## config.mk

```make
export PLATFORM = sky130hd
export DESIGN_NAME = issue_scoreboard
export DESIGN_NICKNAME = d
export VERILOG_FILES = /design/src/rtl/issue_scoreboard.sv
export SDC_FILE = /design/constraint.sdc
export NUM_CORES = 1
export LEC_CHECK = 0
export ABC_CLOCK_PERIOD_IN_PS = 6500
export CAP_MARGIN = 10
export CORE_ASPECT_RATIO = 1.2
export CORE_MARGIN = 4
export CORE_UTILIZATION = 45
export CTS_CLUSTER_DIAMETER = 60
export DETAILED_ROUTE_END_ITERATION = 8
export GPL_ROUTABILITY_DRIVEN = 0
export GPL_TIMING_DRIVEN = 0
export MAX_ROUTING_LAYER = met4
export PLACE_DENSITY = 0.78
export SKIP_CTS_REPAIR_TIMING = 1
export SLEW_MARGIN = 30
export SYNTH_ARGS = -nofsm -noshare
export SYNTH_HDL_FRONTEND = slang
export SYNTH_SLANG_ARGS = --single-unit
```

## constraint.sdc

```tcl
create_clock -name clk -period 6.5 [get_ports clk]
set_clock_uncertainty 0.1 [all_clocks]
set_input_delay 1.3 -clock clk [delete_from_list [all_inputs] [get_ports clk]]
set_output_delay 1.3 -clock clk [all_outputs]
set_load 0.01 [all_outputs]
```

## src/rtl/issue_scoreboard.sv

```systemverilog
// Dual-issue RAW/WAW hazard scoreboard: per-register saturating pending-write
// counters gate same-cycle issue of slot 0 and the younger slot 1.
module issue_scoreboard #(
    parameter int NREG  = 32,
    parameter int CNT_W = 2
) (
    input  logic            clk,
    input  logic            rst,
    input  logic            flush,
    input  logic            stall,
    input  logic            s0_valid,
    input  logic [4:0]      s0_rd,
    input  logic [4:0]      s0_rj,
    input  logic [4:0]      s0_rk,
    input  logic            s0_use_rj,
    input  logic            s0_use_rk,
    input  logic            s0_wr,
    input  logic            s1_valid,
    input  logic [4:0]      s1_rd,
    input  logic [4:0]      s1_rj,
    input  logic [4:0]      s1_rk,
    input  logic            s1_use_rj,
    input  logic            s1_use_rk,
    input  logic            s1_wr,
    input  logic            wb0_en,
    input  logic [4:0]      wb0_addr,
    input  logic            wb1_en,
    input  logic [4:0]      wb1_addr,
    output logic            issue0,
    output logic            issue1,
    output logic [NREG-1:0] busy_vec,
    output logic [31:0]     hazard_cycles
);

    localparam logic [CNT_W-1:0] CNT_MAX = {CNT_W{1'b1}};

    logic [CNT_W-1:0] cnt_p1 [NREG];
    logic [CNT_W-1:0] eff_p0 [NREG];
    logic [CNT_W-1:0] nxt_p0 [NREG];
    logic [NREG-1:0]  busy_nxt_p0;

    logic s0_rj_rdy, s0_rk_rdy, s0_dst_ok;
    logic s1_rj_rdy, s1_rk_rdy, s1_dst_ok;
    logic pair_conf, blk;

    function automatic logic [CNT_W-1:0] sat_dec(input logic [CNT_W-1:0] c,
                                                 input logic [1:0] h);
        logic [CNT_W+1:0] cw, hw;
        cw = (CNT_W+2)'(c);
        hw = (CNT_W+2)'(h);
        return (cw > hw) ? CNT_W'(cw - hw) : '0;
    endfunction

    function automatic logic [CNT_W-1:0] sat_inc(input logic [CNT_W-1:0] c,
                                                 input logic [1:0] n);
        logic [CNT_W+1:0] sw;
        sw = (CNT_W+2)'(c) + (CNT_W+2)'(n);
        return (sw > (CNT_W+2)'(CNT_MAX)) ? CNT_MAX : CNT_W'(sw);
    endfunction

    // Stage p0: writeback bypass folded into an effective pending count
    always_comb begin
        for (int r = 0; r < NREG; r++) begin
            if (r == 0)
                eff_p0[r] = '0;
            else
                eff_p0[r] = sat_dec(cnt_p1[r],
                                    {1'b0, wb0_en && (wb0_addr == 5'(r))} +
                                    {1'b0, wb1_en && (wb1_addr == 5'(r))});
        end
    end

    assign s0_rj_rdy = (s0_rj == '0) || (eff_p0[s0_rj] == '0);
    assign s0_rk_rdy = (s0_rk == '0) || (eff_p0[s0_rk] == '0);
    assign s1_rj_rdy = (s1_rj == '0) || (eff_p0[s1_rj] == '0);
    assign s1_rk_rdy = (s1_rk == '0) || (eff_p0[s1_rk] == '0);
    assign s0_dst_ok = (s0_rd == '0) || (cnt_p1[s0_rd] != CNT_MAX);
    assign s1_dst_ok = (s1_rd == '0) || (cnt_p1[s1_rd] != CNT_MAX);

    // Slot 1 may not consume or overwrite what slot 0 writes this same cycle
    assign pair_conf = s0_wr && (s0_rd != '0) &&
                       ((s1_use_rj && (s0_rd == s1_rj)) ||
                        (s1_use_rk && (s0_rd == s1_rk)) ||
                        (s1_wr && (s0_rd == s1_rd)));

    assign blk = rst || flush;

    assign issue0 = !blk && s0_valid && !stall &&
                    (!s0_use_rj || s0_rj_rdy) && (!s0_use_rk || s0_rk_rdy) &&
                    (!s0_wr || s0_dst_ok);

    assign issue1 = issue0 && s1_valid &&
                    (!s1_use_rj || s1_rj_rdy) && (!s1_use_rk || s1_rk_rdy) &&
                    (!s1_wr || s1_dst_ok) && !pair_conf;

    always_comb begin
        for (int r = 0; r < NREG; r++) begin
            if (r == 0)
                nxt_p0[r] = '0;
            else
                nxt_p0[r] = sat_inc(eff_p0[r],
                                    {1'b0, issue0 && s0_wr && (s0_rd == 5'(r))} +
                                    {1'b0, issue1 && s1_wr && (s1_rd == 5'(r))});
            busy_nxt_p0[r] = (nxt_p0[r] != '0);
        end
    end

    // Stage p1: registered counters, busy vector and hazard statistics
    always_ff @(posedge clk) begin
        if (rst || flush) begin
            for (int r = 0; r < NREG; r++) cnt_p1[r] <= '0;
            busy_vec <= '0;
        end else begin
            for (int r = 0; r < NREG; r++) cnt_p1[r] <= nxt_p0[r];
            busy_vec <= busy_nxt_p0;
        end

        if (rst)
            hazard_cycles <= '0;
        else if (s0_valid && !issue0 && !stall)
            hazard_cycles <= hazard_cycles + 32'd1;
    end

endmodule

```

# ---- After elaboration in Yosys (flattened, before gate mapping)
# Memories as Yosys holds them, arrays and structs flattened.
# Cells that the tools add are included.
dict set report totals {
  ff_bits 64
  ramBits 64
  input_bits 54
  out_inout_bits 66
  wordCells 679
  mem_count 1
}
# name words width read_ports rd_ports_with_merged_regs write_ports line_no
set mem_list {}
lappend mem_list {cnt_p1 32 2 33 0 32 37} ;# logic [CNT_W-1:0] cnt_p1 [NREG];
dict set report op_classes {
  n_addsub 125
  order_cmp 66
  n_eq_ne 129
  mux 109
  bitwise_logic 36
  reduce_logical 210
}
# operator n
set op_table {}
lappend op_table {{$eq 5x5->1 const B} 64}
lappend op_table {{$mux 2} 102}
lappend op_table {{$eq 5x4->1 const B} 32}
lappend op_table {{$logic_and 1x1->1} 143}
lappend op_table {{$add 1x1->2} 62}
lappend op_table {{$add 2x2->3} 31}
lappend op_table {{$gt 3x2->1 const B} 31}
lappend op_table {{$eq 5x3->1 const B} 16}
lappend op_table {{$gt 2x2->1} 31}
lappend op_table {{$reduce_bool 2->1} 31}
lappend op_table {{$sub 2x2->2} 31}
lappend op_table {{$bmux 2 s5} 4}
lappend op_table {{$eq 5x2->1 const B} 8}
lappend op_table {{$add 32x1->32 const B} 1}
lappend op_table {{$or 1x1->1} 32}
lappend op_table {{$logic_not 5->1} 6}
lappend op_table {{$ge 6x6->1 const B} 4}
lappend op_table {{$not 5->6} 4}
lappend op_table {{$eq 5x1->1 const B} 4}
lappend op_table {{$eq 5x5->1} 3}
lappend op_table {{$logic_or 1x1->1} 15}
lappend op_table {{$logic_not 1->1} 10}
lappend op_table {{$logic_not 2->1} 4}
lappend op_table {{$reduce_bool 5->1} 1}
lappend op_table {{other kinds (2)} 5}

# ---- Depth between registers and ports, before layout
# Gate-level depths: netlist of the first run.
dict set report logic_depth {
  word_depth 26
  depth_mapped 20
  ltp_nobuf 20
}

# ---- Least setup slack after synthesis of the first run
# OpenSTA, ideal clock, no wires.
dict set report synth_path {
  path_type {input port to flip-flop}
  start {in wb1_addr[2]}
  end {reg busy_vec[16]}
  setup_ns 0.123
  arrival_ns 5.895
  required_ns 6.277
  setup_slack_ns 0.382
  path_stages 20
  n_path_buf 1
  cell_sequence {or2_2 > clkbuf_1 > nor2_1 > ha_1 > ha_1 > inv_1 > fa_1 > nor2b_1 > o21ai_0 > mux2i_1 > a2111oi_0 > or4_4 > a21boi_4 > nor3_2 > and4b_1 > nor4bb_1 > fa_1 > a21oi_1 > nor2_1 > or2_2}
}
dict set report synth_between {
  elab_chain_len 26
  elab_cells_between_ends 227
  cone_classes {64 x add/sub; 32 x order compare; 31 x eq/ne; 44 x mux; 56 x reduce/logical}
}
# element line_no
set synth_rtl {}
lappend synth_rtl {{from (decl)} 28} ;# input logic [4:0] wb1_addr,
lappend synth_rtl {{$eq 5x5->1, or another cell as far along} 69} ;# {1'b0, wb1_en && (wb1_addr == 5'(r))});
lappend synth_rtl {{$logic_and 1x1->1} 69}
lappend synth_rtl {{$add 1x1->2} 68} ;# {1'b0, wb0_en && (wb0_addr == 5'(r))} +
lappend synth_rtl {{$sub 2x2->2 / $gt 2x2->1 (equally long branches)} 51} ;# return (cw > hw) ? CNT_W'(cw - hw) : '0;
lappend synth_rtl {{$mux 2} 51}
lappend synth_rtl {{$bmux 2 s5} 73} ;# assign s0_rj_rdy = (s0_rj == '0) || (eff_p0[s0_rj] == '0);
lappend synth_rtl {{$mux 2 (not written as such) (2 in series)} 73}
lappend synth_rtl {{$logic_not 2->1} 73}
lappend synth_rtl {{[5 not listed]} -}
lappend synth_rtl {{via issue0} 29} ;# output logic issue0,
lappend synth_rtl {{[2 not listed]} -}
lappend synth_rtl {{$logic_and 1x1->1 (2 in series)} 93} ;# (!s1_use_rj || s1_rj_rdy) && (!s1_use_rk || s1_rk_rdy) &&
lappend synth_rtl {{$logic_and 1x1->1} 94} ;# (!s1_wr || s1_dst_ok) && !pair_conf;
lappend synth_rtl {{$logic_and 1x1->1 (2 in series)} 103} ;# {1'b0, issue1 && s1_wr && (s1_rd == 5'(r))});
lappend synth_rtl {{$add 1x1->2 (*)} 102} ;# {1'b0, issue0 && s0_wr && (s0_rd == 5'(r))} +
lappend synth_rtl {{$add 2x2->3 (*)} 57} ;# sw = (CNT_W+2)'(c) + (CNT_W+2)'(n);
lappend synth_rtl {{$gt 3x2->1} 58} ;# return (sw > (CNT_W+2)'(CNT_MAX)) ? CNT_MAX : CNT_W'(sw);
lappend synth_rtl {{$mux 2 (*)} 58}
lappend synth_rtl {{$reduce_bool 2->1 (*)} 104} ;# busy_nxt_p0[r] = (nxt_p0[r] != '0);
lappend synth_rtl {{to (signal assigned)} 115} ;# busy_vec <= busy_nxt_p0;
lappend synth_rtl {{to (decl)} 31} ;# output logic [NREG-1:0] busy_vec,
# Mark *: on every way through the listed nets, which the timed path passes. The rest lies on a longest branch. The select of a mux whose other input is x is not followed.
# A chain may end at the register's enable or synchronous reset.

# ---- Worst setup path in the final report of the first run
dict set report layout_path {
  start {in wb0_addr[4]}
  end {out issue1}
}
dict set report layout_between {
  elab_chain_len 19
  elab_cells_between_ends 218
  cone_classes {62 x add/sub; 31 x order compare; 31 x eq/ne; 43 x mux; 51 x reduce/logical}
}
# element line_no
set layout_rtl {}
lappend layout_rtl {{from (decl)} 26} ;# input logic [4:0] wb0_addr,
lappend layout_rtl {{$eq 5x5->1, or another cell as far along} 68}
lappend layout_rtl {{$logic_and 1x1->1} 68}
lappend layout_rtl {{$add 1x1->2} 68}
lappend layout_rtl {{$sub 2x2->2 / $gt 2x2->1 (equally long branches)} 51}
lappend layout_rtl {{$mux 2} 51}
lappend layout_rtl {{$bmux 2 s5} 73}
lappend layout_rtl {{$mux 2 (not written as such) (2 in series)} 73}
lappend layout_rtl {{$logic_not 2->1} 73}
lappend layout_rtl {{$logic_or 1x1->1} 73}
lappend layout_rtl {{$logic_or 1x1->1} 89} ;# (!s0_use_rj || s0_rj_rdy) && (!s0_use_rk || s0_rk_rdy) &&
lappend layout_rtl {{$logic_and 1x1->1} 88} ;# assign issue0 = !blk && s0_valid && !stall &&
lappend layout_rtl {{$logic_and 1x1->1 (2 in series)} 89}
lappend layout_rtl {{$logic_and 1x1->1 (2 in series)} 92} ;# assign issue1 = issue0 && s1_valid &&
lappend layout_rtl {{$logic_and 1x1->1 (*) (2 in series)} 93}
lappend layout_rtl {{$logic_and 1x1->1 (*)} 94}
lappend layout_rtl {{to (decl)} 30} ;# output logic issue1,
# Every way passes the cells marked *; elsewhere a longest branch is shown, timed or not. The select of a mux whose other input is x is not followed.

==> results of run 1 <==
[metal layers]
layer	GRT usage	part of all wire	up-vias
li1	-	-	5005
met1	0.3105	0.36	5151
met2	0.4131	0.45	692
met3	0.07296	0.11	229
met4	0.1970	0.083	0
met5	-	0	-
[power breakdown]
group | total (mW) | internal (mW) | switching, mW
combinational | 0.293 | 0.107 | 0.185
sequential | 0.774 | 0.771 | 0.00301
clock | 0.972 | 0.610 | 0.362
total | 2.04 | 1.49 | 0.550
[stage by stage]
stage | setup slack (ns) | power (mW) | util | instances
3_5_place_dp | -1.683 | 1.053 | 0.5185 | 1814
5_1_grt | -0.1139 | 2.091 | 0.5564 | 1847
2_1_floorplan | 0.3815 | 0.9494 | - | 1393
3_3_place_gp | -1.513 | 1.048 | 0.5185 | 1814
4_1_cts | -1.551 | 2.015 | 0.5426 | 1843
6_report | -0.01462 | 2.039 | 0.5564 | 1847
[sequential cells by signal (all words and copies together), names as in the netlist]
name	cells
cnt_p1	62
hazard_cycles	32
busy_vec	31
[worst max-delay path, stage by stage]
cell	delay (ns)
dlymetal6s2s_1	0.24
nor2b_4	0.24
nand2_1	0.14
nor2_1	0.14
ha_1	0.25
ha_1	0.18
inv_1	0.06
fa_1	0.43
nor2b_1	0.16
nand2b_1	0.21
and3_1	0.23
mux4_2	0.49
o22ai_2	0.24
o32ai_1	0.13
and4b_2	0.38
and2_1	0.14
clkbuf_2	0.15
[synthesized netlist by cell type (12+ instances only)]
library cell	number	area [um^2]
nor2_1	232	870.8
dfxtp_1	125	2502
nand2_1	116	435.4
inv_1	113	424.2
a21oi_1	107	535.5
ha_1	94	1176
fa_1	62	1241
nand3_1	53	265.3
nor2b_1	49	306.5
nand2b_1	45	281.5
clkbuf_1	41	153.9
o21ai_0	36	180.2
or2_2	36	225.2
mux4_2	21	473.0
a21boi_0	18	135.1
or3_1	14	87.58
xor2_1	14	122.6
a211oi_1	13	97.59
and3_1	12	75.07
nand4_1	12	75.07
[final timing paths]
path | from | end | slack, ns | cells past startpoint
setup / recovery | wb0_addr[4] | issue1 | -0.01 | 17
hold reg to reg | hazard_cycles[31]$_SDFFE_PP0P_ | hazard_cycles[31]$_SDFFE_PP0P_ | 0.38 | 2
hold / removal | hazard_cycles[31]$_SDFFE_PP0P_ | hazard_cycles[31]$_SDFFE_PP0P_ | 0.38 | 2
setup reg to reg | cnt_p1[3][0]$_SDFF_PP0_ | busy_vec[16]$_SDFF_PP0_ | 1.51 | 17
[cell families after synthesis]
family,after synthesis,synth area share
AOI/OAI and AO/OA,247,0.1407
xor gates and xnor gates,17,0.01342
adders and majority gates,156,0.2178
buffers and inverters,178,0.06348
DFF,125,0.2255
muxes,37,0.05795
other,1,0.0003379
and+or+nand+nor,632,0.2808
[cell type report]
class | count | area, um^2
repair buffers | 107 | 1044
fillers | 2178 | 10700
flip-flops and latches | 125 | 2502
well taps | 320 | 400.4
plain buffers | 58 | 254.0
clock inverters | 5 | 81.33
multi-input cells | 1090 | 8203
diodes | 4 | 10.01
clock buffers | 24 | 501.7
inverters | 114 | 427.9
==> flow_summary_export.csv, run 1 <==
group,metric,value,unit
run_status,status,"complete, but fails checks",
final_layout,area_delta_synth_final,20.97,%
grt,grt_pass1_vias,10540,
clocking,cts_tree,"built",
logic_synthesis,syn_area,11100,um^2
final_layout,drive_gt1_frac,0.1215,
timing,clock.fmax,153.5,MHz
grt,grt_max_degree,17,
worst_setup_path,startpoint_type,"input port",
timing,slew_headroom,0.4042,
worst_setup_path,crit_fanout,5,
floorplan,die_w,151.4,um
logic_synthesis,ys_ff_latch,125,
timing,setup_tns,-0.01462,ns
logic_synthesis,netlist_instances,1393,
route,drtIter0Drc,958,
floorplan,chipHeight,180.0,um
timing,period_share,1.002,
clocking,cts.sinks,125,
pwr,leakagePower,5.054,nW
grt,overflow,0,
run,max-cap-violations,0,
floorplan,core_area,24130,um^2
timing,setup_slack,-0.01462,ns
final_layout,final_cell_mix,"nor2_1, dfxtp_1, inv_1",
route,num_vias,11080,
floorplan,rows,62,
logic_synthesis,yosysUniqueCellTypes,74,
placement,hpwl,29170,um
clocking,h-tree-depth,4,
grt,grtUsageTotal,0.2740,
placement,post_dp_cell_area,12510,um^2
clocking,cts_buffer_depth,2,
route,wl_per_cell,20.48,um
floorplan,pin_count,120,
timing,setup_viol,1,
worst_setup_path,criticalPathCategory,"input port to output pin",
clocking,root_buffer,"clkbuf_16",
pwr,power_density,151.9,nW/um^2
logic_synthesis,synth_ff_type,"dfxtp_1",
floorplan,initial_core_util,0.4600,
grt,grt_pass1_wl,55920,um
run_status,violations,"negative setup slack",
route,dr.pass1.iters,6,
logic_synthesis,syn_area_per_cell,7.966,um^2
worst_hold_path,min_path_type,"flip-flop to flip-flop",
route,ant_nets,0,
timing,hold_viol,0,
clocking,numCtsBuffers,17,
timing,whs,0.3809,ns
worst_setup_path,cp.arrival,5.11,ns
logic_synthesis,yosys_warnings,0,
logic_synthesis,yosysSeqAreaShare,0.2255,
route,routed_wl,37820,um
final_layout,num-nets-final,1723,
placement,numPortBuffers,101,
grt,grt_antenna_before_repair,4,
clocking,clock_latency,0.43,ns
clocking,path_clk_slew,0.06,ns
route,drc,0,
worst_setup_path,end_kind,"output pin",
logic_synthesis,synth_nets,1603,
worst_setup_path,required,5.10,ns
timing,tightest_slew,0.8937,ns
timing,period_needed,6.515,ns
route,routed_via_density,5.997,
final_layout,final_area,13420,um^2
floorplan,die-area,27250,um^2
final_layout,layout_commonest_cell,"nor2_1",
pwr,ir_worst_vdd,181.5,uV
timing,drv_slew,0,
logic_synthesis,synth-edff-count,0,
logic_synthesis,async_flop_share,0,
No activity file was read; power rests on OpenSTA's default activity.
==> run 2, diff against run 1 <==
Settings changed: CORE_ASPECT_RATIO 1.2 to 0.8, CTS_BUF_LIST set to sky130_fd_sc_hd__clkbuf_8.
==> run 2 against run 1 <==
  * The flow still finishes with violations (negative setup slack)
  * Cell count grew 0.54%
  * Power decreased by 12%
  * Die area about the same
  * Wire length up 1.9%
  * Non-clock buffer count is 12 higher
  * Worst setup slack worse by 0.16 ns
  * First-iteration DRC count is 56% higher
  * Final area is 0.42% lower
  * Clock power shrank 26%
  * Critical path depth up 6
  * Global-route usage grew 0.48 points
==> flow_summary_export.csv, run 2 (same netlist as run 1, synthesis figures left out) <==
group,metric,value,unit
worst_hold_path,holdPathStages,2,
timing,hold_viol,0,
run_status,violations,"negative setup slack",
grt,grt_pass1_wl,57590,um
final_layout,reg.largest.list,"cnt_p1 x62, hazard_cycles x32, busy_vec x31",
run,max-cap-violations,0,
route,drtIter0Drc,1490,
floorplan,chipHeight,148.5,um
worst_setup_path,reg2reg_depth,19,
grt,grt_pass1_vias,10580,
worst_setup_path,cp.arrival,6.94,ns
final_layout,final_cell_mix,"nor2_1, dfxtp_1, inv_1",
worst_hold_path,min_path_type,"flip-flop to flip-flop",
worst_setup_path,r2r-start,"cnt_p1[3][0]$_SDFF_PP0_",
floorplan,die-area,27250,um^2
final_layout,area_delta_synth_final,20.46,%
route,dr.pass1.iters,6,
route,routed_via_density,6.059,
worst_hold_path,min_from,"hazard_cycles[27]$_SDFFE_PP0P_",
worst_setup_path,required,6.77,ns
timing,setup_tns,-0.4815,ns
pwr,pwr-share-comb,0.171,
pwr,pwr-share-clk,0.398,
clocking,clock_latency,0.48,ns
clocking,cts.sinks,125,
clocking,numCtsBuffers,17,
pwr,leakagePower,5.055,nW
final_layout,top_register,"cnt_p1",
worst_setup_path,end_kind,"flip-flop",
floorplan,initial_core_util,0.4564,
pwr,ir_worst_vdd,138.9,uV
route,wl_per_cell,20.75,um
final_layout,final_area,13370,um^2
worst_setup_path,criticalPathCategory,"input port to flip-flop",
route,routed_wl,38530,um
final_layout,drive_gt1_frac,0.1346,
pwr,internal_power,1.234,mW
worst_setup_path,reg2reg_to,"busy_vec[4]$_SDFF_PP0_",
clocking,path_clk_slew,0.09,ns
worst_setup_path,reg2reg_setup_slack,1.14,ns
clocking,h-tree-depth,4,
worst_hold_path,min_delay_worst_endpoint,"hazard_cycles[27]$_SDFFE_PP0P_",
timing,setup_viol,7,
clocking,cts_tree,"built",
timing,slew_headroom,0.3536,
grt,overflow,0,
clocking,cts_buffer_depth,2,
clocking,root_buffer,"clkbuf_8",
grt,grtUsageTotal,0.2788,
floorplan,die_w,183.6,um
timing,period_needed,6.673,ns
run_status,status,"complete, but fails checks",
final_layout,finalCoreUtilization,0.5498,
route,ant_nets,0,
grt,grt_max_degree,17,
timing,clock.fmax,149.9,MHz
final_layout,largest_reg_flops,62,
pwr,power_density,134.3,nW/um^2
pwr,swShare,0.3126,
placement,hpwl,29600,um
timing,period_share,1.027,
floorplan,core_area,24310,um^2
pwr,power_switching,0.5612,mW
timing,whs,0.4016,ns
worst_setup_path,startpoint_type,"input port",
final_layout,layout_commonest_cell,"nor2_1",
placement,post_dp_cell_area,12510,um^2
route,num_vias,11250,
timing,tightest_slew,0.9696,ns
floorplan,pin_count,120,
pwr,p_seq_frac,0.431,
grt,grt_antenna_before_repair,1,
timing,drv_slew,0,
timing,setup_slack,-0.1729,ns
final_layout,fillers,2161,
worst_setup_path,crit_fanout,7,
route,drc,0,
placement,numPortBuffers,101,
floorplan,rows,51,
final_layout,num-nets-final,1735,
==> run 2: layout make-up <==
class	count	area [um^2]	share of cell area
tap	318	397.9	0.02976
timing repair buffer	119	1154	0.08630
clock inverter	14	142.6	0.01067
clock buffer	18	247.7	0.01853
multi-input combinational	1090	8239	0.6163
inverter	114	427.9	0.03201
antenna	1	2.502	0.0001872
sequential	125	2502	0.1872
buffer	58	254.0	0.01900
==> run 2: power groups by stage <==
stage / clock network (mW) / registers (mW) / logic, mW
2_1_floorplan: 0 / 0.792 / 0.158
3_3_place_gp: 0 / 0.791 / 0.258
3_5_place_dp: 0 / 0.791 / 0.263
4_1_cts: 0.724 / 0.773 / 0.265
5_1_grt: 0.758 / 0.773 / 0.319
6_report: 0.715 / 0.773 / 0.307
==> run 2: how the worst max path moves through the flow <==
stage                              end  depth (start not counted)   startpoint
6_report        busy_vec[4]$_SDFF_PP0_                         23  wb0_addr[4]
5_1_grt        busy_vec[16]$_SDFF_PP0_                         23  wb0_addr[4]
3_3_place_gp    busy_vec[3]$_SDFF_PP0_                         21       wb1_en
2_1_floorplan  busy_vec[16]$_SDFF_PP0_                         20  wb1_addr[2]
4_1_cts                         issue1                         17       wb1_en
3_5_place_dp    busy_vec[3]$_SDFF_PP0_                         21       wb1_en
==> run 2: worst max-delay path: stages <==
cell            delay (ns)
dlymetal6s2s_1        0.22
nor2b_4               0.23
nand2_1               0.16
nor2_1                0.14
ha_1                  0.26
ha_1                  0.21
inv_1                 0.07
fa_1                  0.45
nor2b_1               0.20
o21ai_4               0.31
mux2i_1               0.12
a2111oi_0             0.45
or4_4                 0.24
a21boi_4              0.08
nor3_4                0.31
buf_4                 0.19
buf_4                 0.14
and4b_2               0.40
nor4bb_2              0.45
fa_1                  0.48
a21oi_1               0.15
nor2_1                0.08
or2_2                 0.30
==> run 2: per-stage QoR <==
| stage | std cells | worst slack [ns] | power [mW] |
|---|---|---|---|
| 4_1_cts | 1844 | -1.653 | 1.763 |
| 2_1_floorplan | 1393 | 0.3815 | 0.9494 |
| 3_3_place_gp | 1812 | -1.660 | 1.049 |
| 3_5_place_dp | 1812 | -1.829 | 1.054 |
| 5_1_grt | 1857 | -0.2382 | 1.851 |
| 6_report | 1857 | -0.1729 | 1.795 |
==> run 2: metal layers <==
layer  global-route usage  vias up  wire, um
met1               0.3633     5286     14790
met4              0.08451        0      1521
met3               0.1098      185      6068
met5                    -        -         0
li1                     -     5017         -
met2               0.4004      763     16140
==> run 3, diff against run 2 <==
Settings changed: CORE_UTILIZATION 45 to 40, PLACE_DENSITY 0.78 to 0.72.
==> run 3 against run 2 <==
  * The run still ends with negative setup slack left
  * Via count down 1.8%
  * Non-clock buffer count up 1
  * Count of clock-buffer cells in the layout up 2
  * Combinational power about the same
  * Worst hold slack worse by 0.0052 ns
  * Clock power up 12%
  * Sequential power about the same
  * Largest power group is now clock
  * Final area up 1.1%
  * Power up 4.5%
==> flow_summary_export.csv, run 3 (same netlist as run 1, synthesis figures left out) <==
group,metric,value,unit
run_status,status,"complete, but fails checks",
run_status,violations,"negative setup slack",
worst_setup_path,crit_fanout,5,
clocking,path_clk_slew,0.08,ns
timing,drv_slew,0,
pwr,leakagePower,5.080,nW
worst_setup_path,criticalPathCategory,"input port to output pin",
placement,hpwl,30190,um
clocking,clock_latency,0.47,ns
grt,grt_pass1_wl,57880,um
timing,hold_viol,0,
placement,post_dp_cell_area,12560,um^2
floorplan,initial_core_util,0.4065,
route,routed_via_density,5.803,
worst_setup_path,cp.arrival,5.11,ns
worst_setup_path,required,5.10,ns
timing,period_needed,6.513,ns
worst_setup_path,end_kind,"output pin",
grt,grt_pass1_vias,10360,
final_layout,fillers,2569,
placement,dp_cells,1858,
grt,grt_max_degree,17,
route,ant_nets,0,
grt,grt_antenna_before_repair,0,
floorplan,chipHeight,157.0,um
clocking,h-tree-depth,4,
route,drtIter0Drc,1351,
clocking,numCtsBuffers,17,
floorplan,die_w,194.2,um
placement,post-place-ws,-1.820,ns
timing,tightest_slew,0.9256,ns
grt,overflow,0,
clocking,cts.sinks,125,
final_layout,final_area,13510,um^2
floorplan,die-area,30490,um^2
final_layout,drive_gt1_frac,0.1404,
clocking,root_buffer,"clkbuf_8",
pwr,power_density,138.8,nW/um^2
timing,clock.fmax,153.5,MHz
route,drc,0,
worst_setup_path,reg2reg_setup_slack,1.55,ns
placement,numPortBuffers,101,
worst_hold_path,min_delay_worst_endpoint,"hazard_cycles[22]$_SDFFE_PP0P_",
route,dr.pass1.iters,6,
final_layout,reg.largest.list,"cnt_p1 x62, hazard_cycles x32, busy_vec x31",
final_layout,fin_cells,1904,
floorplan,pin_count,120,
timing,rsz0062_at_grt,"true",
final_layout,largest_reg_flops,62,
worst_setup_path,r2r-start,"cnt_p1[3][0]$_SDFF_PP0_",
final_layout,final_cell_mix,"nor2_1, dfxtp_1, inv_1",
route,routed_wl,38750,um
clocking,cts_tree,"built",
worst_hold_path,holdPathStages,2,
clocking,cts_buffer_depth,2,
floorplan,rows,54,
timing,period_share,1.002,
final_layout,num-nets-final,1736,
run,max-cap-violations,0,
route,wl_per_cell,20.35,um
grt,grtUsageTotal,0.2516,
worst_setup_path,reg2reg_to,"busy_vec[16]$_SDFF_PP0_",
route,num_vias,11050,
pwr,ir_worst_vdd,123.4,uV
timing,setup_viol,1,
timing,setup_slack,-0.01271,ns
worst_hold_path,min_from,"hazard_cycles[22]$_SDFFE_PP0P_",
timing,slew_headroom,0.3830,
worst_setup_path,startpoint_type,"input port",
final_layout,top_register,"cnt_p1",
floorplan,core_area,27300,um^2
final_layout,area_delta_synth_final,21.75,%
final_layout,layout_commonest_cell,"nor2_1",
worst_setup_path,reg2reg_depth,19,
worst_hold_path,min_path_type,"flip-flop to flip-flop",
run 3: metrics by stage:
stage | TNS, ns | utilization | hold WS (ns) | power, mW
2_1_floorplan | 0 | - | 0.3984 | 0.9494
3_3_place_gp | -127.05 | 0.4603 | 0.3796 | 1.051
3_5_place_dp | -141.34 | 0.4603 | 0.3834 | 1.055
4_1_cts | -83.35 | 0.4764 | 0.3940 | 1.850
5_1_grt | -0.2946 | 0.4948 | 0.4160 | 1.943
6_report | -0.01271 | 0.4950 | 0.3964 | 1.876
run 3: critical path, stage by stage:
cell and delay (ns):
clkbuf_4 0.16, nor2b_4 0.28, nand3_4 0.20, nor2_1 0.20
ha_1 0.27, ha_1 0.19, inv_1 0.07, fa_1 0.43
nor2b_1 0.16, o21ai_2 0.13, buf_4 0.17, mux2i_1 0.09
mux4_2 0.47, o22ai_2 0.18, o32ai_1 0.11, and4b_2 0.38
and2_1 0.15, dlymetal6s2s_1 0.15
run 3: worst max path at each step:
| stage | startpoint | end | slack [ns] |
|---|---|---|---|
| floorplan | wb1_addr[2] | busy_vec[16]$_SDFF_PP0_ | 0.38 |
| global placement | wb1_en | busy_vec[3]$_SDFF_PP0_ | -1.71 |
| detailed placement | wb1_en | busy_vec[3]$_SDFF_PP0_ | -1.82 |
| CTS | wb1_en | issue1 | -1.64 |
| global route | wb1_en | issue1 | -0.11 |
| finish | wb1_en | issue1 | -0.01 |
run 3: routing by layer:
metal / track usage / vias up / share of wire
met4: 0.09371 / 0 / 0.042
met3: 0.08025 / 152 / 0.14
met1: 0.3388 / 5239 / 0.42
met2: 0.3545 / 646 / 0.41
met5: - / - / 0
li1: - / 5011 / -
run 3: cell type report:
class | count | area, um^2 | share of cell area
buffer | 58 | 254.0 | 0.01880
multi-input combinational | 1090 | 8293 | 0.6138
sequential | 125 | 2502 | 0.1852
tap | 364 | 455.4 | 0.03371
inverter | 114 | 427.9 | 0.03167
timing repair buffer | 120 | 1132 | 0.08381
clock inverter | 11 | 165.2 | 0.01222
antenna | 2 | 5.005 | 0.0003704
clock buffer | 20 | 275.3 | 0.02037
run 3: power by group:
part	internal (mW)	total, mW	switching (mW)
sequential	0.770	0.773	0.00311
combinational	0.113	0.305	0.192
clock	0.446	0.798	0.352
total	1.33	1.88	0.547
